--- src/rtl/demux_reg4_pkg.sv ---
// -----------------------------------------------------------------------------
// demux_reg4_pkg
// Shared definitions for the demux_reg4 write-side router:
//   - state_t        : pending-buffer FSM states (ST_EMPTY / ST_FULL)
//   - S0..S3         : destination select codes, identical to the codes used
//                      by the CPU's 4-to-1 operand selector (A..D)
//   - DEF_WIDTH      : default data width of the routed word
// -----------------------------------------------------------------------------
package demux_reg4_pkg;

    typedef enum logic {
        ST_EMPTY = 1'b0,
        ST_FULL  = 1'b1
    } state_t;

    localparam logic [1:0] S0 = 2'b00;  // destination A
    localparam logic [1:0] S1 = 2'b01;  // destination B
    localparam logic [1:0] S2 = 2'b10;  // destination C
    localparam logic [1:0] S3 = 2'b11;  // destination D

    localparam int DEF_WIDTH = 8;

endpackage : demux_reg4_pkg

--- src/rtl/demux_reg4_dec2to4.sv ---
// -----------------------------------------------------------------------------
// demux_reg4_dec2to4
// 2-bit to one-hot 4-bit decoder with enable. Output is all zeros when the
// enable is low.
// Ports:
//   i_sel    [1:0] : destination code (S0..S3)
//   i_en           : decoder enable
//   o_onehot [3:0] : bit i set when i_en and i_sel selects destination i
// -----------------------------------------------------------------------------
module dec2to4
    import demux_reg4_pkg::*;
(
    input  logic [1:0] i_sel,
    input  logic       i_en,
    output logic [3:0] o_onehot
);

    always_comb begin
        o_onehot = 4'b0000;
        if (i_en) begin
            unique case (i_sel)
                S0: o_onehot = 4'b0001;
                S1: o_onehot = 4'b0010;
                S2: o_onehot = 4'b0100;
                S3: o_onehot = 4'b1000;
                default: o_onehot = 4'b0000;
            endcase
        end
    end

endmodule : dec2to4

--- src/rtl/demux_reg4.sv ---
// -----------------------------------------------------------------------------
// demux_reg4
// Write-side counterpart of the 4-to-1 operand selector. A data word and a
// 2-bit destination are accepted over a valid/ready handshake into a one-entry
// pending buffer, then committed into one of four holding registers (OutA..D)
// once the destination's Lock bit is low.
//
// Parameters:
//   WIDTH     : data width of InData and each holding register
//   RESET_VAL : value of OutA..OutD after reset (and after Clear)
// Ports:
//   Clk                  : rising-edge clock
//   Rst_n                : asynchronous active-low reset
//   InData  [WIDTH-1:0]  : write data
//   Sel     [1:0]        : destination 00=A 01=B 10=C 11=D
//   InValid              : write request present
//   InReady              : request can be accepted this cycle
//   Lock    [3:0]        : bit i high blocks writes to destination i
//   OutA..OutD           : holding registers
//   UpdA..UpdD           : one-cycle strobe, high when the new value is visible
//   Busy                 : pending buffer occupied
//   Clear                : (only with DEMUX_REG4_CLEAR_EN) synchronous
//                          active-high clear of registers and pending entry
//
// Configuration macro: DEMUX_REG4_CLEAR_EN adds the Clear input.
// -----------------------------------------------------------------------------
module demux_reg4
    import demux_reg4_pkg::*;
#(
    parameter int                WIDTH     = DEF_WIDTH,
    parameter logic [WIDTH-1:0]  RESET_VAL = '0
) (
    input  logic             Clk,
    input  logic             Rst_n,
    input  logic [WIDTH-1:0] InData,
    input  logic [1:0]       Sel,
    input  logic             InValid,
    output logic             InReady,
    input  logic [3:0]       Lock,
`ifdef DEMUX_REG4_CLEAR_EN
    input  logic             Clear,
`endif
    output logic [WIDTH-1:0] OutA,
    output logic [WIDTH-1:0] OutB,
    output logic [WIDTH-1:0] OutC,
    output logic [WIDTH-1:0] OutD,
    output logic             UpdA,
    output logic             UpdB,
    output logic             UpdC,
    output logic             UpdD,
    output logic             Busy
);

    state_t           r_state;
    state_t           w_state_nxt;
    logic [WIDTH-1:0] r_pend_data;
    logic [1:0]       r_pend_sel;
    logic [WIDTH-1:0] r_out [4];
    logic [3:0]       r_upd;

    logic             w_clear;
    logic             w_commit;
    logic             w_accept;
    logic [3:0]       w_we;

`ifdef DEMUX_REG4_CLEAR_EN
    assign w_clear = Clear;
`else
    assign w_clear = 1'b0;
`endif

    // Only the pending entry's own destination lock can stall it. Clear
    // suppresses the commit so a dropped entry never produces a strobe.
    assign w_commit = (r_state == ST_FULL) && !Lock[r_pend_sel] && !w_clear;
    assign InReady  = ((r_state == ST_EMPTY) || w_commit) && !w_clear;
    assign w_accept = InValid && InReady;
    assign Busy     = (r_state == ST_FULL);

    dec2to4 u_dec (
        .i_sel    (r_pend_sel),
        .i_en     (w_commit),
        .o_onehot (w_we)
    );

    always_comb begin
        w_state_nxt = r_state;
        unique case (r_state)
            ST_EMPTY: if (w_accept) w_state_nxt = ST_FULL;
            ST_FULL:  if (w_commit && !w_accept) w_state_nxt = ST_EMPTY;
            default:  w_state_nxt = ST_EMPTY;
        endcase
        if (w_clear) w_state_nxt = ST_EMPTY;
    end

    always_ff @(posedge Clk or negedge Rst_n) begin
        if (!Rst_n) begin
            r_state <= ST_EMPTY;
        end else begin
            r_state <= w_state_nxt;
        end
    end

    // Pending payload needs no reset: it is only consumed while ST_FULL.
    always_ff @(posedge Clk) begin
        if (w_accept) begin
            r_pend_data <= InData;
            r_pend_sel  <= Sel;
        end
    end

    // Strobes are the registered write enables, so they rise together with
    // the new register value and stay high on back-to-back same-target writes.
    always_ff @(posedge Clk or negedge Rst_n) begin
        if (!Rst_n) begin
            r_upd <= 4'b0000;
            for (int i = 0; i < 4; i++) r_out[i] <= RESET_VAL;
        end else if (w_clear) begin
            r_upd <= 4'b0000;
            for (int i = 0; i < 4; i++) r_out[i] <= RESET_VAL;
        end else begin
            r_upd <= w_we;
            for (int i = 0; i < 4; i++) begin
                if (w_we[i]) r_out[i] <= r_pend_data;
            end
        end
    end

    assign OutA = r_out[0];
    assign OutB = r_out[1];
    assign OutC = r_out[2];
    assign OutD = r_out[3];
    assign UpdA = r_upd[0];
    assign UpdB = r_upd[1];
    assign UpdC = r_upd[2];
    assign UpdD = r_upd[3];

endmodule : demux_reg4

--- config.mk ---
export PLATFORM = sky130hd
export DESIGN_NAME = demux_reg4
export DESIGN_NICKNAME = d
export VERILOG_FILES = /design/src/rtl/demux_reg4_pkg.sv /design/src/rtl/demux_reg4_dec2to4.sv /design/src/rtl/demux_reg4.sv
export SDC_FILE = /design/constraint.sdc
export NUM_CORES = 1
export LEC_CHECK = 0
export CAP_MARGIN = 40
export CORE_MARGIN = 5
export CORE_UTILIZATION = 32
export CTS_BUF_LIST = sky130_fd_sc_hd__clkbuf_4 sky130_fd_sc_hd__clkbuf_8
export CTS_CLUSTER_DIAMETER = 100
export DETAILED_ROUTE_END_ITERATION = 7
export PLACE_DENSITY = 0.6
export RECOVER_POWER = 100
export SETUP_SLACK_MARGIN = 0.4
export SLEW_MARGIN = 20
export SYNTH_ARGS = -nofsm -noshare
export SYNTH_HDL_FRONTEND = slang
export SYNTH_SLANG_ARGS = --single-unit
export TNS_END_PERCENT = 30
--- constraint.sdc ---
create_clock -name Clk -period 1.74 [get_ports Clk]
set_input_delay 0.348 -clock Clk [delete_from_list [all_inputs] [get_ports Clk]]
set_output_delay 0.348 -clock Clk [all_outputs]
set_load 0.005 [all_outputs]
==> results of run 1 <==
power by group:
part	switching (mW)	total [mW]	leakage (nW)	internal, mW
registers	0.149	1.52	0.542	1.37
logic	0.264	0.829	0.580	0.565
clock network	0.340	0.718	0.0549	0.378
per-stage QoR:
step / hold slack, ps / TNS (ps)
2_1_floorplan: 52.4 / 0
3_3_place_gp: 417 / -2350
3_5_place_dp: 423 / -3430
4_1_cts: 103 / 0
5_1_grt: 349 / -0.940
6_report: 259 / 0
synthesized netlist by cell type:
master and n:
buf_2 2, nor4b_4 1, nor4bb_1 1, buf_6 1, o22a_1 1, nand4b_2 1
o221ai_1 1, mux2i_1 2, or2b_1 1, edfxtp_1 10, nand2_1 1, dfrtp_1 37
mux2_2 32, o221a_2 1, and4bb_2 1, inv_1 2
worst register-to-register path: cells and delay by family (launching register included):
| family | cells | cell delay, ps |
|---|---|---|
| buf+inv | 4 | 540 |
| flops | 1 | 420 |
| simple gates | 1 | 330 |
| mux | 1 | 300 |
what timing repair did:
| action | in CTS | in global routing |
|---|---|---|
| endpoints found under the hold margin | 0 | 0 |
| setup buffers | 10 | 0 |
| gates cloned | 0 | 0 |
| pin swaps | 4 | 2 |
| endpoints found under the setup margin | 80 | 81 |
| gates resized for setup | 33 | 57 |
final cells by class:
type | instances | area, µm²
Clock buffer | 8 | 104
Inverter | 2 | 7.51
Tap cell | 70 | 87.6
Timing Repair Buffer | 78 | 748
Fill cell | 454 | 2470
Sequential cell | 47 | 1230
Multi-Input combinational cell | 43 | 566
sequential cells by signal, summed over array words and instances (netlist names):
name and flops:
OutB 8, OutD 8, OutC 8, r_pend_sel 2
r_upd 4, Busy 1, r_pend_data 8, OutA 8
worst max path at each step:
| stage | startpoint | end | cells past startpoint |
|---|---|---|---|
| 4_1_cts | r_pend_sel[0] | OutA[5] | 6 |
| 5_1_grt | r_pend_sel[1] | InReady | 3 |
| 3_3_place_gp | Lock[2] | InReady | 4 |
| 3_5_place_dp | Lock[2] | InReady | 4 |
| 2_1_floorplan | r_pend_sel[0] | OutA[0] | 2 |
| 6_report | r_pend_sel[0] | OutA[5] | 6 |
cell families after synthesis:
group                  Yosys count
AO/OA/AOI/OAI                    3
multiplexers                    34
flip-flops                      47
buffers and inverters            5
AND/OR/NAND/NOR                  6
metal layers:
metal	global-route usage, %	wire (µm)
met1	15.4	1880
met5	0	0
met3	3.36	218
met2	20.6	2150
met4	4.68	48
==> results.sh, run 1 <==
export IMPL_outcome="complete, no violations"
export IMPL_stdcell_count=248
export IMPL_power_density_nw_per_um2=1120
export IMPL_synth_simple_area_share_pct=4.18
export IMPL_ant_nets=0
export IMPL_synthCells=95
export IMPL_cp_required_ps=1920
export IMPL_final_core_util_pct=52.6
export IMPL_synth_ff_latch_count=47
export IMPL_ys_warn_count=0
export IMPL_critPathLaunchType="flop"
export IMPL_design_die_area_um2=7000
export IMPL_path_buf_inv=4
export IMPL_die_w_um=83.7
export IMPL_critPathTopFamily="buffers and inverters"
export IMPL_diodes=0
export IMPL_syn_num_nets=112
export IMPL_critical_path_class="reg -> reg"
export IMPL_vias=1117
export IMPL_synth_distinct_cells=16
export IMPL_hold_viol=0
export IMPL_seq_area_frac_synth_pct=70.6
export IMPL_drive_gt1_share_pct=29.8
export IMPL_synth_top_cell_area_share_pct=53.3
export IMPL_synthesis_area_um2=1740
export IMPL_yosysTopAreaCell="dfrtp_1"
export IMPL_viasPerCell=4.50
export IMPL_drt_first_pass_iters=4
export IMPL_crit_slowest_cell="edfxtp_1"
export IMPL_place_inst=230
export IMPL_synth_fa_ha_area_share_pct=0
export IMPL_rsz0062_at_grt="true"
export IMPL_io_buffers=54
export IMPL_cts_tree="built"
export IMPL_layout_common_cells="37 x dfrtp_1, 36 x clkdlybuf4s25_1, 19 x mux2_1"
export IMPL_power_leakage_nw=1.18
export IMPL_drt_total_wl_mm=4.30
export IMPL_hold_buffers=0
export IMPL_hp_class="in -> async"
export IMPL_tightest_slew_ps=927
export IMPL_initial_core_util_pct=33.4
export IMPL_drc=0
export IMPL_cpPeakStageDelay_ps=420
export IMPL_place_area_um2=2490
export IMPL_final_common_cell="dfrtp_1"
export IMPL_worstSetupEndpointType="flop"
export IMPL_finClkSkew_ps=7.07
export IMPL_clockBufferDepth=2
export IMPL_synthMuxAreaShare_pct=21.9
export IMPL_design_core_area_um2=5200
export IMPL_drtIter0Drc=46
export IMPL_worstPathArrival_ps=1880
export IMPL_die_height_um=83.7
export IMPL_fin_crit_sh_pct=97.8
export IMPL_ir_drop_uv=619
export IMPL_finalWeightedCongestion=0.651
export IMPL_final_cell_area_um2=2740
export IMPL_worstPathCellList="buf_6 > buf_6 > buf_6 > nor4b_4 > buf_6 > mux2_4"
export IMPL_cts_sinks=47
export IMPL_reg2reg_depth=6
export IMPL_finalWorstSetupSlack_ps=37.7
export IMPL_htree_levels=2
export IMPL_cts_reportedPaths_clkPinSlew_ps=80
export IMPL_drv_slew=0
export IMPL_rrSetupSlack_ps=40
export IMPL_wire_per_inst_um=17.3
export IMPL_crit_top_cell="buf_6"
export IMPL_fmax_ghz=0.587
export IMPL_clkLatencyLatePin_ps=290
export IMPL_setup_viol=0
export IMPL_synth_compound_area_share_pct=1.66
export IMPL_r2r_end="OutA[5]"
export IMPL_cts_root_buf="clkbuf_8"
export IMPL_fin_nets=194
export IMPL_hpwlAfterDp_mm=2.91
export IMPL_grt_pass1_vias=1318
export IMPL_antenna_found_initial=0
export IMPL_total_power_mw=3.06
export IMPL_rows=26
export IMPL_grt_max_degree=38
export IMPL_grt_first_pass_wirelength_mm=6.84
export IMPL_grtUsageTotal_pct=12.4
export IMPL_io_pins=55
export IMPL_numCtsBuffers=5
export IMPL_path_max_fanout=4
export IMPL_drv_cap=0
export IMPL_period_needed_ps=1700
export IMPL_gr_total_overflow=0
export IMPL_yosys_top_cells_area="dfrtp_1 53%, mux2_2 21%, edfxtp_1 17%"
export IMPL_synth_xor_area_share_pct=0
export IMPL_syn_avg_cell_area_um2=18.3
export IMPL_place_worst_setup_slack_ps=-282
export IMPL_area_growth_pct=57.7
export IMPL_relSlewSlack_pct=38.2
export IMPL_synth_top_family_by_area="multiplexers"
export IMPL_reg2reg_from="r_pend_sel[0]"
No activity file was read; power rests on OpenSTA's default activity.
==> run 2, diff against run 1 <==
--- a/config.mk
+++ b/config.mk
@@ -17,5 +17,6 @@
 export SLEW_MARGIN = 20
 export SYNTH_ARGS = -nofsm -noshare
 export SYNTH_HDL_FRONTEND = slang
+export SYNTH_HIERARCHICAL = 1
 export SYNTH_SLANG_ARGS = --single-unit
 export TNS_END_PERCENT = 30
==> results.sh, run 2 <==
export IMPL_reg2reg_depth=6
export IMPL_power_density_nw_per_um2=1250
export IMPL_synth_edf_count=10
export IMPL_worstPathCellList="mux4_2 > buf_6 > nor2_4 > nor3b_4 > buf_6 > mux2_4"
export IMPL_area_growth_pct=57.4
export IMPL_layout_common_cells="37 x dfrtp_1, 29 x mux2_4, 25 x dlygate4sd2_1"
export IMPL_io_pins=55
export IMPL_synth_top_cell_area_share_pct=54.7
export IMPL_cp_required_ps=1920
export IMPL_cts_sinks=47
export IMPL_diodes=0
export IMPL_relSlewSlack_pct=51.5
export IMPL_critPathLaunchType="flop"
export IMPL_yosys_top_cells_area="dfrtp_1 55%, mux2_2 21%, edfxtp_1 18%"
export IMPL_drive_gt1_share_pct=37.7
export IMPL_ys_warn_count=6
export IMPL_cts_tree="built"
export IMPL_clockBufferDepth=2
export IMPL_async_flop_share_pct=78.7
export IMPL_period_needed_ps=1960
export IMPL_cts_reportedPaths_clkPinSlew_ps=90
export IMPL_grt_max_degree=38
export IMPL_seq_area_frac_synth_pct=72.4
export IMPL_ant_nets=0
export IMPL_worstPathArrival_ps=2140
export IMPL_antenna_found_initial=0
export IMPL_hpwlAfterDp_mm=2.81
export IMPL_violations="setup timing"
export IMPL_syn_num_nets=110
export IMPL_ir_drop_uv=566
export IMPL_synthCells=93
export IMPL_register_area_um2=1230
export IMPL_grtUsageTotal_pct=12.5
export IMPL_drv_slew=0
export IMPL_rsz0062_at_grt="true"
export IMPL_finalWeightedCongestion=0.718
export IMPL_hold_viol=0
export IMPL_fmax_ghz=0.511
export IMPL_drc=0
export IMPL_drtIter0Drc=39
export IMPL_initial_core_util_pct=33.1
export IMPL_path_max_fanout=6
export IMPL_rows=26
export IMPL_fin_nets=183
export IMPL_crit_top_cell="buf_6"
export IMPL_crit_slowest_cell="mux4_2"
export IMPL_vias=1078
export IMPL_finalWorstSetupSlack_ps=-219
export IMPL_die_w_um=82.7
export IMPL_multi_input_area_um2=583
export IMPL_io_buffers=54
export IMPL_yosysTopAreaCell="dfrtp_1"
export IMPL_synth_commonest_cells="37 x dfrtp_1, 32 x mux2_2, 10 x edfxtp_1"
export IMPL_setup_viol=42
export IMPL_ys_flop_type="dfrtp_1"
export IMPL_htree_levels=2
export IMPL_viasPerCell=4.55
export IMPL_grt_first_pass_wirelength_mm=6.24
export IMPL_gr_total_overflow=0
export IMPL_finClkSkew_ps=7.94
export IMPL_final_common_cell="dfrtp_1"
export IMPL_drt_total_wl_mm=4.00
export IMPL_fill_cells=434
export IMPL_tightest_slew_ps=727
export IMPL_outcome="finished with violations"
export IMPL_critical_path_class="reg -> reg"
export IMPL_grt_pass1_vias=1179
export IMPL_worstSetupEndpointType="flop"
export IMPL_cts_root_buf="clkbuf_8"
export IMPL_clkLatencyLatePin_ps=290
export IMPL_power_leakage_nw=1.21
export IMPL_place_inst=224
export IMPL_drt_first_pass_iters=4
export IMPL_wire_per_inst_um=16.9
export IMPL_whs_ps=416
export IMPL_die_height_um=82.7
export IMPL_hp_class="in -> async"
export IMPL_synth_distinct_cells=13
export IMPL_synthesis_area_um2=1690
export IMPL_synth_most_common_cell="dfrtp_1"
export IMPL_synth_ff_latch_count=47
export IMPL_numCtsBuffers=5
export IMPL_design_core_area_um2=5110
export IMPL_design_die_area_um2=6850
export IMPL_stdcell_count=237
export IMPL_syn_avg_cell_area_um2=18.2
export IMPL_fin_crit_sh_pct=113
export IMPL_cpPeakStageDelay_ps=530
export IMPL_drv_cap=0
[run 2: kinds of logic after synthesis]
logic type | Yosys count | synth area share [%]
AOI/OAI and AO/OA | 2 | 0.887
buffers and inverters | 5 | 1.40
DFF | 47 | 72.4
muxes | 33 | 22.6
and+or+nand+nor | 6 | 2.66
[run 2: what timing repair did]
action / 4_1_cts / 5_1_grt
hold buffers: 0 / 1
pin swaps: 3 / 4
resized for setup: 76 / 30
buffers inserted: 2 / 1
hold endpoints to repair: 0 / 4
setup endpoints to repair: 85 / 64
[run 2: final timing paths]
| check | start | end | slack [ps] |
|---|---|---|---|
| worst min-delay path | Rst_n | OutD[1] | 420 |
| worst min register to register | OutA[0] | OutA[0] | 510 |
| worst max-delay path | r_pend_sel[0] | OutA[4] | -220 |
| min in group Clk | OutA[0] | OutA[0] | 510 |
| max in group asynchronous | Rst_n | r_upd[2] | 330 |
| worst max register to register | r_pend_sel[0] | OutA[4] | -220 |
[run 2: worst max-delay path, delay by kind of cell (launching register included)]
family / cells / cell delay (ps)
buf+inv: 2 / 310
simple gates: 2 / 320
mux: 2 / 830
flops: 1 / 390
[run 2: layer usage]
metal,track usage (%),share of wire [%],vias to the layer above
li1,-,-,481
met1,15.1,42,552
met5,0,0,-
met4,2.94,0.85,0
met3,4.45,8.0,5
met2,21.4,49,40
[run 2: layout make-up]
cell class	count	area share, %
Clock buffer	5	2.58
Inverter	1	0.141
Clock inverter	3	1.64
Multi-Input combinational cell	41	21.9
Sequential cell	47	46.0
Timing Repair Buffer	70	24.5
Tap cell	70	3.29
[run 2: power by group]
part / total [mW] / internal, mW / switching [mW]
sequential: 1.58 / 1.41 / 0.168
combinational: 0.990 / 0.691 / 0.299
clock: 0.778 / 0.428 / 0.350
total: 3.34 / 2.53 / 0.818
[run 2: through the flow]
stage                     util, %  power (mW)  setup TNS (ps)  cell area, µm²  worst slack [ps]
after CTS                    50.4        3.30           -6800            2570              -232
after detailed placement     46.7        2.57          -19640            2380              -537
after global placement       46.7        2.54          -18110            2380              -498
after global routing         52.2        3.54           -9120            2670              -301
after floorplan                 -        1.86           -3630            1710              -139
final                        52.2        3.34           -6140            2670              -219
==> run 3, diff against run 2 <==
--- a/config.mk
+++ b/config.mk
@@ -7,11 +7,12 @@
 export LEC_CHECK = 0
 export CAP_MARGIN = 40
 export CORE_MARGIN = 5
-export CORE_UTILIZATION = 32
+export CORE_UTILIZATION = 30
 export CTS_BUF_LIST = sky130_fd_sc_hd__clkbuf_4 sky130_fd_sc_hd__clkbuf_8
 export CTS_CLUSTER_DIAMETER = 100
 export DETAILED_ROUTE_END_ITERATION = 7
-export PLACE_DENSITY = 0.6
+export DONT_BUFFER_PORTS = 1
+export PLACE_DENSITY = 0.45
 export RECOVER_POWER = 100
 export SETUP_SLACK_MARGIN = 0.4
 export SLEW_MARGIN = 20
==> results.sh, run 3 (synthesis gave the netlist of run 2 again) <==
export IMPL_area_growth_pct=24.2
export IMPL_fill_cells=525
export IMPL_rows=27
export IMPL_reg2reg_depth=5
export IMPL_drc=0
export IMPL_outcome="finished with violations"
export IMPL_hp_class="in -> reg"
export IMPL_design_core_area_um2=5510
export IMPL_viasPerCell=4.59
export IMPL_critPathLaunchType="flop"
export IMPL_design_die_area_um2=7250
export IMPL_layout_common_cells="37 x dfrtp_1, 21 x mux2_4, 11 x mux2_2"
export IMPL_fin_crit_sh_pct=109
export IMPL_drv_slew=0
export IMPL_clockBufferDepth=2
export IMPL_clkLatencyLatePin_ps=300
export IMPL_cp_endpoint="OutA[2]"
export IMPL_grt_max_degree=38
export IMPL_finalWorstSetupSlack_ps=-165
export IMPL_path_max_fanout=6
export IMPL_rrSetupSlack_ps=-170
export IMPL_drtIter0Drc=23
export IMPL_power_leakage_nw=0.908
export IMPL_rsz0062_at_grt="true"
export IMPL_final_core_util_pct=38.2
export IMPL_place_worst_setup_slack_ps=-192
export IMPL_period_needed_ps=1910
export IMPL_total_power_mw=2.75
export IMPL_die_w_um=85.1
export IMPL_drv_cap=0
export IMPL_ant_nets=0
export IMPL_critical_path_class="reg -> reg"
export IMPL_vias=845
export IMPL_wire_per_inst_um=20.8
export IMPL_power_density_nw_per_um2=1310
export IMPL_fin_nets=128
export IMPL_tightest_slew_ps=938
export IMPL_die_height_um=85.1
export IMPL_hold_viol=0
export IMPL_finClkSkew_ps=8.54
export IMPL_finalWeightedCongestion=0.733
export IMPL_initial_core_util_pct=30.7
export IMPL_cts_reportedPaths_clkPinSlew_ps=90
export IMPL_r2r_end="OutA[2]"
export IMPL_io_pins=55
export IMPL_cts_tree="built"
export IMPL_diodes=0
export IMPL_grt_first_pass_wirelength_mm=5.80
export IMPL_setup_worst_path_start="r_pend_sel[0]"
export IMPL_ir_drop_uv=372
export IMPL_relSlewSlack_pct=37.4
export IMPL_io_buffers=0
export IMPL_setup_viol=33
export IMPL_drive_gt1_share_pct=52.7
export IMPL_fmax_ghz=0.525
export IMPL_cts_sinks=47
export IMPL_numCtsBuffers=5
export IMPL_antenna_found_initial=0
export IMPL_htree_levels=2
export IMPL_grt_pass1_vias=972
export IMPL_violations="setup timing"
export IMPL_drt_total_wl_mm=3.83
export IMPL_worstPathArrival_ps=2080
export IMPL_worstSetupEndpointType="flop"
export IMPL_drt_first_pass_iters=4
export IMPL_cts_root_buf="clkbuf_8"
export IMPL_reg2reg_from="r_pend_sel[0]"
export IMPL_cp_required_ps=1920
export IMPL_gr_total_overflow=0
export IMPL_grtUsageTotal_pct=11.0
export IMPL_final_common_cell="dfrtp_1"
==> run 3: changes by cell type in the layout (fill, tap and decap cells not counted), moves of 8 or more <==
cell,before,now
clkdlybuf4s25_1,16,0
dlygate4sd3_1,11,1
dlygate4sd2_1,25,0
mux2_4,29,21
mux2_2,3,11
==> run 3: through the flow <==
step / area, µm² / hold slack, ps / std cells / setup TNS, ps
final: 2100 / 140 / 184 / -4030
after global routing: 2100 / 113 / 184 / -6880
after CTS: 2060 / 125 / 183 / -3890
after detailed placement: 1880 / 53.5 / 173 / -3780
after global placement: 1880 / 53.6 / 173 / -2240
after floorplan: 1710 / 52.4 / 93 / -3630
==> run 3: worst min-delay path by stage <==
stage                         start              to  slack (ps)  depth (start not counted)
after global placement        Rst_n         OutC[4]          50                          0
final                     InData[5]  r_pend_data[5]         140                          0
after global routing      InData[5]  r_pend_data[5]         110                          0
after detailed placement      Rst_n         OutA[7]          50                          0
after floorplan               Rst_n            Busy          50                          0
after CTS                 InData[5]  r_pend_data[5]         130                          0
==> run 3: final cells by class <==
cell class              count  area [µm²]  area share (%)
clock buffers               5        68.8            3.27
clock inverters             3        15.0           0.714
well taps                  72        90.1            4.29
flip-flops and latches     47        1230            58.3
inverters                   1        3.75           0.179
repair buffers             15         156            7.44
multi-input cells          41         542            25.8
==> run 3: metal layers <==
layer	track usage (%)	vias to the layer above	routed length, µm
li1	-	366	-
met1	12.1	440	1460
met2	18.2	35	2010
met3	5.15	4	321
met4	4.75	0	43
met5	0	-	0
==> run 3: what timing repair did <==
| action | in CTS | in global routing |
|---|---|---|
| setup buffers | 0 | 1 |
| endpoints found under the setup margin | 47 | 48 |
| resized for setup | 16 | 14 |
| hold buffers | 2 | 0 |
| hold endpoints to repair | 37 | 0 |
| pin swaps | 2 | 1 |
==> run 3: report_power, final <==
| part | internal [mW] | total (mW) | switching (mW) |
|---|---|---|---|
| Clock | 0.273 | 0.613 | 0.340 |
| Sequential | 1.41 | 1.65 | 0.241 |
| Combinational | 0.339 | 0.482 | 0.143 |
==> run 3: worst max-delay path, stage by stage, from the launching register on <==
cell      delay, ps
edfxtp_1        380
mux4_2          550
nor2_4          150
nor3b_4         220
buf_6           190
mux2_4          310
